<file path="src/rtl/decode_out_buf_pkg.sv">
// Shared widths and bundle layout for the decode-to-execute output buffer.
// Bundle packing, MSB to LSB: {W_Control, E_Control, IR, npc, Mem_Control}.
package decode_out_buf_pkg;

   localparam int unsigned DATA_W_DEF   = 16;
   localparam int unsigned E_CTRL_W_DEF = 6;
   localparam int unsigned W_CTRL_W_DEF = 2;
   localparam int unsigned DEPTH_DEF    = 2;

   localparam int unsigned MEM_OFS = 0;
   localparam int unsigned NPC_OFS = MEM_OFS + 1;
   localparam int unsigned IR_OFS  = NPC_OFS + DATA_W_DEF;
   localparam int unsigned E_OFS   = IR_OFS + DATA_W_DEF;
   localparam int unsigned W_OFS   = E_OFS + E_CTRL_W_DEF;

   function automatic int unsigned bundle_w(input int unsigned data_w,
                                            input int unsigned e_w,
                                            input int unsigned w_w);
      return 2 * data_w + e_w + w_w + 1;
   endfunction

endpackage

</file>
<file path="src/rtl/decode_out_buffer_if.sv">
// Decode-side and execute-side handshake plus bundle fields of the output buffer.
interface decode_out_buffer_if
   import decode_out_buf_pkg::*;
#(
   parameter int unsigned DATA_W   = DATA_W_DEF,
   parameter int unsigned E_CTRL_W = E_CTRL_W_DEF,
   parameter int unsigned W_CTRL_W = W_CTRL_W_DEF,
   parameter int unsigned DEPTH    = DEPTH_DEF
);
   logic                       in_valid;
   logic                       in_ready;
   logic [W_CTRL_W-1:0]        W_Control_in;
   logic [E_CTRL_W-1:0]        E_Control_in;
   logic [DATA_W-1:0]          IR_in;
   logic [DATA_W-1:0]          npc_in;
   logic                       Mem_Control_in;
   logic                       out_valid;
   logic                       out_ready;
   logic [W_CTRL_W-1:0]        W_Control;
   logic [E_CTRL_W-1:0]        E_Control;
   logic [DATA_W-1:0]          IR;
   logic [DATA_W-1:0]          npc_out;
   logic                       Mem_Control;
   logic [$clog2(DEPTH+1)-1:0] count;

   modport master (
      output in_valid, W_Control_in, E_Control_in, IR_in, npc_in, Mem_Control_in, out_ready,
      input  in_ready, out_valid, W_Control, E_Control, IR, npc_out, Mem_Control, count
   );

   modport slave (
      input  in_valid, W_Control_in, E_Control_in, IR_in, npc_in, Mem_Control_in, out_ready,
      output in_ready, out_valid, W_Control, E_Control, IR, npc_out, Mem_Control, count
   );
endinterface

</file>
<file path="src/rtl/decode_out_buf_mem.sv">
// DEPTH x WIDTH register array: one synchronous write port, one asynchronous read port.
module decode_out_buf_mem #(
   parameter int unsigned DEPTH = 2,
   parameter int unsigned WIDTH = 41
) (
   input  logic                     clock,
   input  logic                     we,
   input  logic [$clog2(DEPTH)-1:0] waddr,
   input  logic [WIDTH-1:0]         wdata,
   input  logic [$clog2(DEPTH)-1:0] raddr,
   output logic [WIDTH-1:0]         rdata
);
   logic [WIDTH-1:0] mem_q [DEPTH];
   logic [WIDTH-1:0] mem_d [DEPTH];

   always_comb begin
      mem_d = mem_q;
      if (we) mem_d[waddr] = wdata;
   end

   // Storage needs no reset: count gates every read of stale contents.
   always_ff @(posedge clock) begin
      mem_q <= mem_d;
   end

   assign rdata = mem_q[raddr];
endmodule

</file>
<file path="src/rtl/decode_out_buffer.sv">
// Elastic DEPTH-entry FIFO between Decode and Execute with flush and occupancy count.
module decode_out_buffer
   import decode_out_buf_pkg::*;
#(
   parameter int unsigned DATA_W   = DATA_W_DEF,
   parameter int unsigned E_CTRL_W = E_CTRL_W_DEF,
   parameter int unsigned W_CTRL_W = W_CTRL_W_DEF,
   parameter int unsigned DEPTH    = DEPTH_DEF
) (
   input logic                clock,
   input logic                reset,
   input logic                flush,
   decode_out_buffer_if.slave bus
);
   localparam int unsigned PTR_W = $clog2(DEPTH);
   localparam int unsigned CNT_W = $clog2(DEPTH + 1);
   localparam int unsigned BW    = bundle_w(DATA_W, E_CTRL_W, W_CTRL_W);
   localparam int unsigned NPC_LO = 1;
   localparam int unsigned IR_LO  = NPC_LO + DATA_W;
   localparam int unsigned E_LO   = IR_LO + DATA_W;
   localparam int unsigned W_LO   = E_LO + E_CTRL_W;

   logic [PTR_W-1:0] wr_ptr_q, wr_ptr_d;
   logic [PTR_W-1:0] rd_ptr_q, rd_ptr_d;
   logic [CNT_W-1:0] count_q, count_d;
   logic             push, pop;
   logic [BW-1:0]    wdata, rdata;

   assign bus.in_ready  = (count_q < CNT_W'(DEPTH)) && !flush;
   assign bus.out_valid = (count_q != '0);
   assign push          = bus.in_valid && bus.in_ready;
   assign pop           = bus.out_valid && bus.out_ready;
   assign bus.count     = count_q;

   assign wdata = {bus.W_Control_in, bus.E_Control_in, bus.IR_in, bus.npc_in, bus.Mem_Control_in};

   always_comb begin
      wr_ptr_d = wr_ptr_q;
      rd_ptr_d = rd_ptr_q;
      count_d  = count_q;
      if (flush) begin
         // A pop seen downstream this cycle is discarded along with the rest.
         wr_ptr_d = '0;
         rd_ptr_d = '0;
         count_d  = '0;
      end else begin
         if (push) wr_ptr_d = wr_ptr_q + PTR_W'(1);
         if (pop)  rd_ptr_d = rd_ptr_q + PTR_W'(1);
         if (push && !pop)      count_d = count_q + CNT_W'(1);
         else if (pop && !push) count_d = count_q - CNT_W'(1);
      end
   end

   always_ff @(posedge clock or posedge reset) begin
      if (reset) begin
         wr_ptr_q <= '0;
         rd_ptr_q <= '0;
         count_q  <= '0;
      end else begin
         wr_ptr_q <= wr_ptr_d;
         rd_ptr_q <= rd_ptr_d;
         count_q  <= count_d;
      end
   end

   decode_out_buf_mem #(
      .DEPTH (DEPTH),
      .WIDTH (BW)
   ) u_mem (
      .clock (clock),
      .we    (push),
      .waddr (wr_ptr_q),
      .wdata (wdata),
      .raddr (rd_ptr_q),
      .rdata (rdata)
   );

   // An empty buffer presents an all-zero NOP bundle.
   always_comb begin
      bus.W_Control   = '0;
      bus.E_Control   = '0;
      bus.IR          = '0;
      bus.npc_out     = '0;
      bus.Mem_Control = 1'b0;
      if (bus.out_valid) begin
         bus.W_Control   = rdata[W_LO +: W_CTRL_W];
         bus.E_Control   = rdata[E_LO +: E_CTRL_W];
         bus.IR          = rdata[IR_LO +: DATA_W];
         bus.npc_out     = rdata[NPC_LO +: DATA_W];
         bus.Mem_Control = rdata[0];
      end
   end
endmodule
</file>
<file path="src/flat_wrapper.sv">
// flat-port wrapper written by rule: the top's interface ports become plain ports
module decode_out_buffer_flat import decode_out_buf_pkg::*;
#(
   parameter int unsigned DATA_W   = DATA_W_DEF,
   parameter int unsigned E_CTRL_W = E_CTRL_W_DEF,
   parameter int unsigned W_CTRL_W = W_CTRL_W_DEF,
   parameter int unsigned DEPTH    = DEPTH_DEF
)
  (clock, reset, flush, bus_in_valid, bus_W_Control_in, bus_E_Control_in, bus_IR_in, bus_npc_in, bus_Mem_Control_in, bus_out_ready, bus_in_ready, bus_out_valid, bus_W_Control, bus_E_Control, bus_IR, bus_npc_out, bus_Mem_Control, bus_count);
  decode_out_buffer_if #(.DATA_W(DATA_W), .E_CTRL_W(E_CTRL_W), .W_CTRL_W(W_CTRL_W), .DEPTH(DEPTH)) bus_i ();
  input logic clock;
  input logic reset;
  input logic flush;
  input wire logic [$bits(bus_i.in_valid)-1:0] bus_in_valid;
  input wire logic [$bits(bus_i.W_Control_in)-1:0] bus_W_Control_in;
  input wire logic [$bits(bus_i.E_Control_in)-1:0] bus_E_Control_in;
  input wire logic [$bits(bus_i.IR_in)-1:0] bus_IR_in;
  input wire logic [$bits(bus_i.npc_in)-1:0] bus_npc_in;
  input wire logic [$bits(bus_i.Mem_Control_in)-1:0] bus_Mem_Control_in;
  input wire logic [$bits(bus_i.out_ready)-1:0] bus_out_ready;
  output wire logic [$bits(bus_i.in_ready)-1:0] bus_in_ready;
  output wire logic [$bits(bus_i.out_valid)-1:0] bus_out_valid;
  output wire logic [$bits(bus_i.W_Control)-1:0] bus_W_Control;
  output wire logic [$bits(bus_i.E_Control)-1:0] bus_E_Control;
  output wire logic [$bits(bus_i.IR)-1:0] bus_IR;
  output wire logic [$bits(bus_i.npc_out)-1:0] bus_npc_out;
  output wire logic [$bits(bus_i.Mem_Control)-1:0] bus_Mem_Control;
  output wire logic [$bits(bus_i.count)-1:0] bus_count;
  assign bus_i.in_valid = bus_in_valid;
  assign bus_i.W_Control_in = bus_W_Control_in;
  assign bus_i.E_Control_in = bus_E_Control_in;
  assign bus_i.IR_in = bus_IR_in;
  assign bus_i.npc_in = bus_npc_in;
  assign bus_i.Mem_Control_in = bus_Mem_Control_in;
  assign bus_i.out_ready = bus_out_ready;
  assign bus_in_ready = bus_i.in_ready;
  assign bus_out_valid = bus_i.out_valid;
  assign bus_W_Control = bus_i.W_Control;
  assign bus_E_Control = bus_i.E_Control;
  assign bus_IR = bus_i.IR;
  assign bus_npc_out = bus_i.npc_out;
  assign bus_Mem_Control = bus_i.Mem_Control;
  assign bus_count = bus_i.count;
  decode_out_buffer #(.DATA_W(DATA_W), .E_CTRL_W(E_CTRL_W), .W_CTRL_W(W_CTRL_W), .DEPTH(DEPTH)) u_core (.clock(clock), .reset(reset), .flush(flush), .bus(bus_i));
endmodule
</file>
<file path="config.mk">
export PLATFORM = sky130hd
export DESIGN_NAME = decode_out_buffer_flat
export DESIGN_NICKNAME = d
export VERILOG_FILES = /design/src/rtl/decode_out_buf_pkg.sv /design/src/rtl/decode_out_buffer_if.sv /design/src/rtl/decode_out_buf_mem.sv /design/src/rtl/decode_out_buffer.sv /design/src/flat_wrapper.sv
export SDC_FILE = /design/constraint.sdc
export NUM_CORES = 1
export LEC_CHECK = 0
export CAP_MARGIN = 20
export CORE_MARGIN = 4
export CORE_UTILIZATION = 49
export DETAILED_ROUTE_END_ITERATION = 8
export PLACE_DENSITY = 0.81
export SLEW_MARGIN = 20
export SYNTH_ARGS = -nofsm -noshare
export SYNTH_HDL_FRONTEND = slang
export SYNTH_HIERARCHICAL = 1
export SYNTH_SLANG_ARGS = --single-unit
</file>
<file path="constraint.sdc">
create_clock -name clock -period 4.48 [get_ports clock]
set_clock_uncertainty 0.15 [all_clocks]
set_input_delay 0.896 -clock clock [delete_from_list [all_inputs] [get_ports clock]]
set_output_delay 0.896 -clock clock [all_outputs]
set_load 0.05 [all_outputs]
</file>
==> parameters.txt <==
Parameter                              Value

Drt
  Total wire length ... 6260 um
  Routed via count ... 1886
  Metal1 wirelength ... 2490 um
  Ratio of routed vias to standard cells ... 4.74
  First DRT Iteration DRCs ... 77
  WL/cell ... 15.7 um
  Met3 WL post-DR ... 307 um
  Pre-Repair DR Iteration Count ... 4
  Uppermost routed layer ... met4
  Wire length on met2 ... 3390 um
  Number of antenna-violating nets in the routed design ... 0
  Remaining routing DRC violations ... 0

Cells and area
  Final core utilization ... 0.672
  Growth of design area from synthesis to finish ... 32.8%
  Fill count ... 520
  Fraction of final layout cells sized beyond drive strength 1 ... 0.211
  Highest-count cells in the layout ignoring fill and taps ... clkdlybuf4s50_1 (90), edfxtp_1 (82), nor2b_1 (43)
  Leading cell type in the layout, fill and taps excluded ... clkdlybuf4s50_1
  Final net count ... 340
  Antenna diode count ... 0

Pwr
  Total power divided by cell area ... 401 nW/um2
  Maximum VDD drop ... 0.000252 V
  Static leakage ... 0.00171 uW

GRT
  Antenna violations before repair ... 0
  Via count of the first global-routing pass ... 2000
  Wire length of the first global-routing pass ... 9700 um
  Overflow left after global routing ... 0
  GRT Resource Usage Total ... 0.147
  Maximum number of pins on one net before global-route repair ... 43

STA
  Final min period ... 3.69 ns
  Share of the clock period used by the worst path after layout ... 0.824
  Setup slack after layout ... 0.789 ns
  # setup viols final ... 0
  Slew margin rel. ... 0.287
  Number of hold violations in the final report ... 0
  RSZ-0062 raised after global routing ... no
  Final setup TNS ... 0 ns
  Max-slew violation count ... 0
  Least-Margin Pin Slew ... 1.07 ns
  Maximum frequency from static timing analysis ... 271 MHz

Synth
  Warnings, synthesis ... 6
  Syn Nets ... 245
  Syn Area/Cell ... 18.5 um2
  Cell variety after synth ... 19
  Yosys reg bits ... 86
  Cell count after synthesis ... 199
  Sequential fraction of the synthesis area ... 0.698
  Cell Area, Synth ... 3670 um2

Clock network
  CTS clk-pin slew, worst paths ... 0.08 ns
  Hold Buf Count CTS ... 0
  CTS sink cnt ... 86
  Skew-Pair Late Insertion Delay ... 0.34 ns
  Root Buffer ... clkbuf_8
  Postcts setup bufs ... 0
  CTS H-Tree Depth ... 3
  Clock Path Buffers ... 2
  Clock tree from TritonCTS ... yes
  Post-cts gate resize count ... 0
  Number of buffers inserted during clock tree synthesis ... 9

Min path
  Worst min-delay path category ... reg -> reg

Setup path
  Reg-to-Reg Start ... u_core/bus.count[1]
  Maximum fanout encountered on the critical timing path ... 21
  Number of cells on the worst reg-to-reg path ... 4
  Capturing element type of the critical path ... output pin
  CP startpoint ... u_core/rd_ptr_q
  R2R Setup Slk ... 2.15 ns
  Critical Setup Path Class ... reg -> out
  Ordered cell list for the critical path ... buf_12, mux2_2, nor2b_1, clkdlybuf4s50_1
  Data arrival time of the worst path ... 2.64 ns
  Data required, critical path ... 3.43 ns
  Critical path endpoint ... bus_IR[3]
  Biggest cell delay along the critical path ... 0.81 ns
  Critical R2R Capture ... u_core/u_mem/mem_q[68]
  Slowest stage cell on the critical path ... dfrtp_2
  Crit path launch type ... register

Place
  Sum of net half-perimeters after detailed placement ... 4130 um
  Pre-CTS setup slack ... 1.10 ns
  Count of port buffers added during placement ... 90
  Global placer's final weighted congestion ... 0.691

Floorplan
  Die outline width ... 94.6 um
  Vertical die dimension ... 94.6 um
  Initial standard-cell utilization of the core ... 0.506
  Core area ... 7250 um2
  Total Die Area ... 8940 um2
  Top Ports ... 91
  Number of rows in the core area ... 31

Status
  Outcome ... completed

Flow run
  Maximum capacitance violations ... 0
==> registers in the layout (all words and copies together) (netlist names) <==
| register | flops |
|---|---|
| u_core/u_mem/mem_q | 82 |
| u_core/bus.count | 2 |
| u_core/rd_ptr_q | 1 |
| u_core/wr_ptr_q | 1 |
==> synthesized netlist by cell type, drive strengths merged <==
| cell | count | area share |
|---|---|---|
| edfxtp | 82 | 0.67 |
| mux2i | 1 | 0.0027 |
| xor2 | 2 | 0.0048 |
| and2 | 1 | 0.0017 |
| dfrtp | 4 | 0.027 |
| o21ai | 2 | 0.0027 |
| a21o | 1 | 0.0020 |
| nand2b | 2 | 0.0055 |
| nand2 | 1 | 0.0010 |
| nor2b | 44 | 0.075 |
| buf | 9 | 0.030 |
| inv | 2 | 0.0020 |
| mux2 | 41 | 0.17 |
| a21oi | 2 | 0.0027 |
| nor2 | 5 | 0.0051 |
==> how the worst min path moves through the flow <==
stage | startpoint | cells after the start | slack, ns | to
floorplan | u_core/wr_ptr_q | 2 | 0.37 | u_core/wr_ptr_q
global placement | u_core/wr_ptr_q | 2 | 0.46 | u_core/wr_ptr_q
detailed placement | u_core/wr_ptr_q | 2 | 0.49 | u_core/wr_ptr_q
CTS | u_core/wr_ptr_q | 2 | 0.51 | u_core/wr_ptr_q
global route | u_core/wr_ptr_q | 2 | 0.58 | u_core/wr_ptr_q
finish | u_core/wr_ptr_q | 2 | 0.52 | u_core/wr_ptr_q
==> metal layers <==
layer,GRT usage,vias to the layer above
met1,0.172,904
met4,0.0613,0
met3,0.0375,7
met2,0.258,55
li1,-,920
met5,0,-
==> layout make-up <==
| type | count | area [um2] | share of cell area |
|---|---|---|---|
| Tap cell | 99 | 124 | 0.0254 |
| Multi-Input combinational cell | 102 | 1010 | 0.207 |
| Timing Repair Buffer | 93 | 936 | 0.192 |
| Clock buffer | 11 | 131 | 0.0269 |
| Clock inverter | 5 | 106 | 0.0218 |
| Sequential cell | 86 | 2560 | 0.526 |
| Inverter | 2 | 7.51 | 0.00154 |
==> critical path, delay by kind of cell, from the launching register on <==
| family | cells | cell delay, ns |
|---|---|---|
| buffers and inverters | 2 | 1.01 |
| flip-flops | 1 | 0.81 |
| multiplexers | 1 | 0.35 |
| AND/OR/NAND/NOR | 1 | 0.12 |
==> power breakdown <==
group | internal, uW | switching, uW | leakage, uW | total (uW)
clock network | 373 | 261 | 0.000114 | 634
registers | 918 | 21.4 | 0.000804 | 940
logic | 172 | 208 | 0.000793 | 380
==> kinds of logic (layout without fill, tap and decap cells) <==
| family | after synthesis | after routing | synth area share |
|---|---|---|---|
| compound gates | 5 | 5 | 0.00750 |
| xor+xnor | 2 | 2 | 0.00477 |
| buf+inv | 11 | 111 | 0.0324 |
| flops | 86 | 86 | 0.698 |
| mux | 42 | 42 | 0.169 |
| simple gates | 53 | 53 | 0.0882 |
==> metrics by stage <==
step | instance area, um2 | power, uW | cells | hold slack (ns)
2_1_floorplan | 3670 | 1220 | 199 | 0.369
3_3_place_gp | 4640 | 1330 | 382 | 0.463
3_5_place_dp | 4640 | 1340 | 382 | 0.490
4_1_cts | 4880 | 1980 | 398 | 0.509
5_1_grt | 4880 | 2030 | 398 | 0.576
6_report | 4880 | 1950 | 398 | 0.517
(Power assumes the default switching activity.)
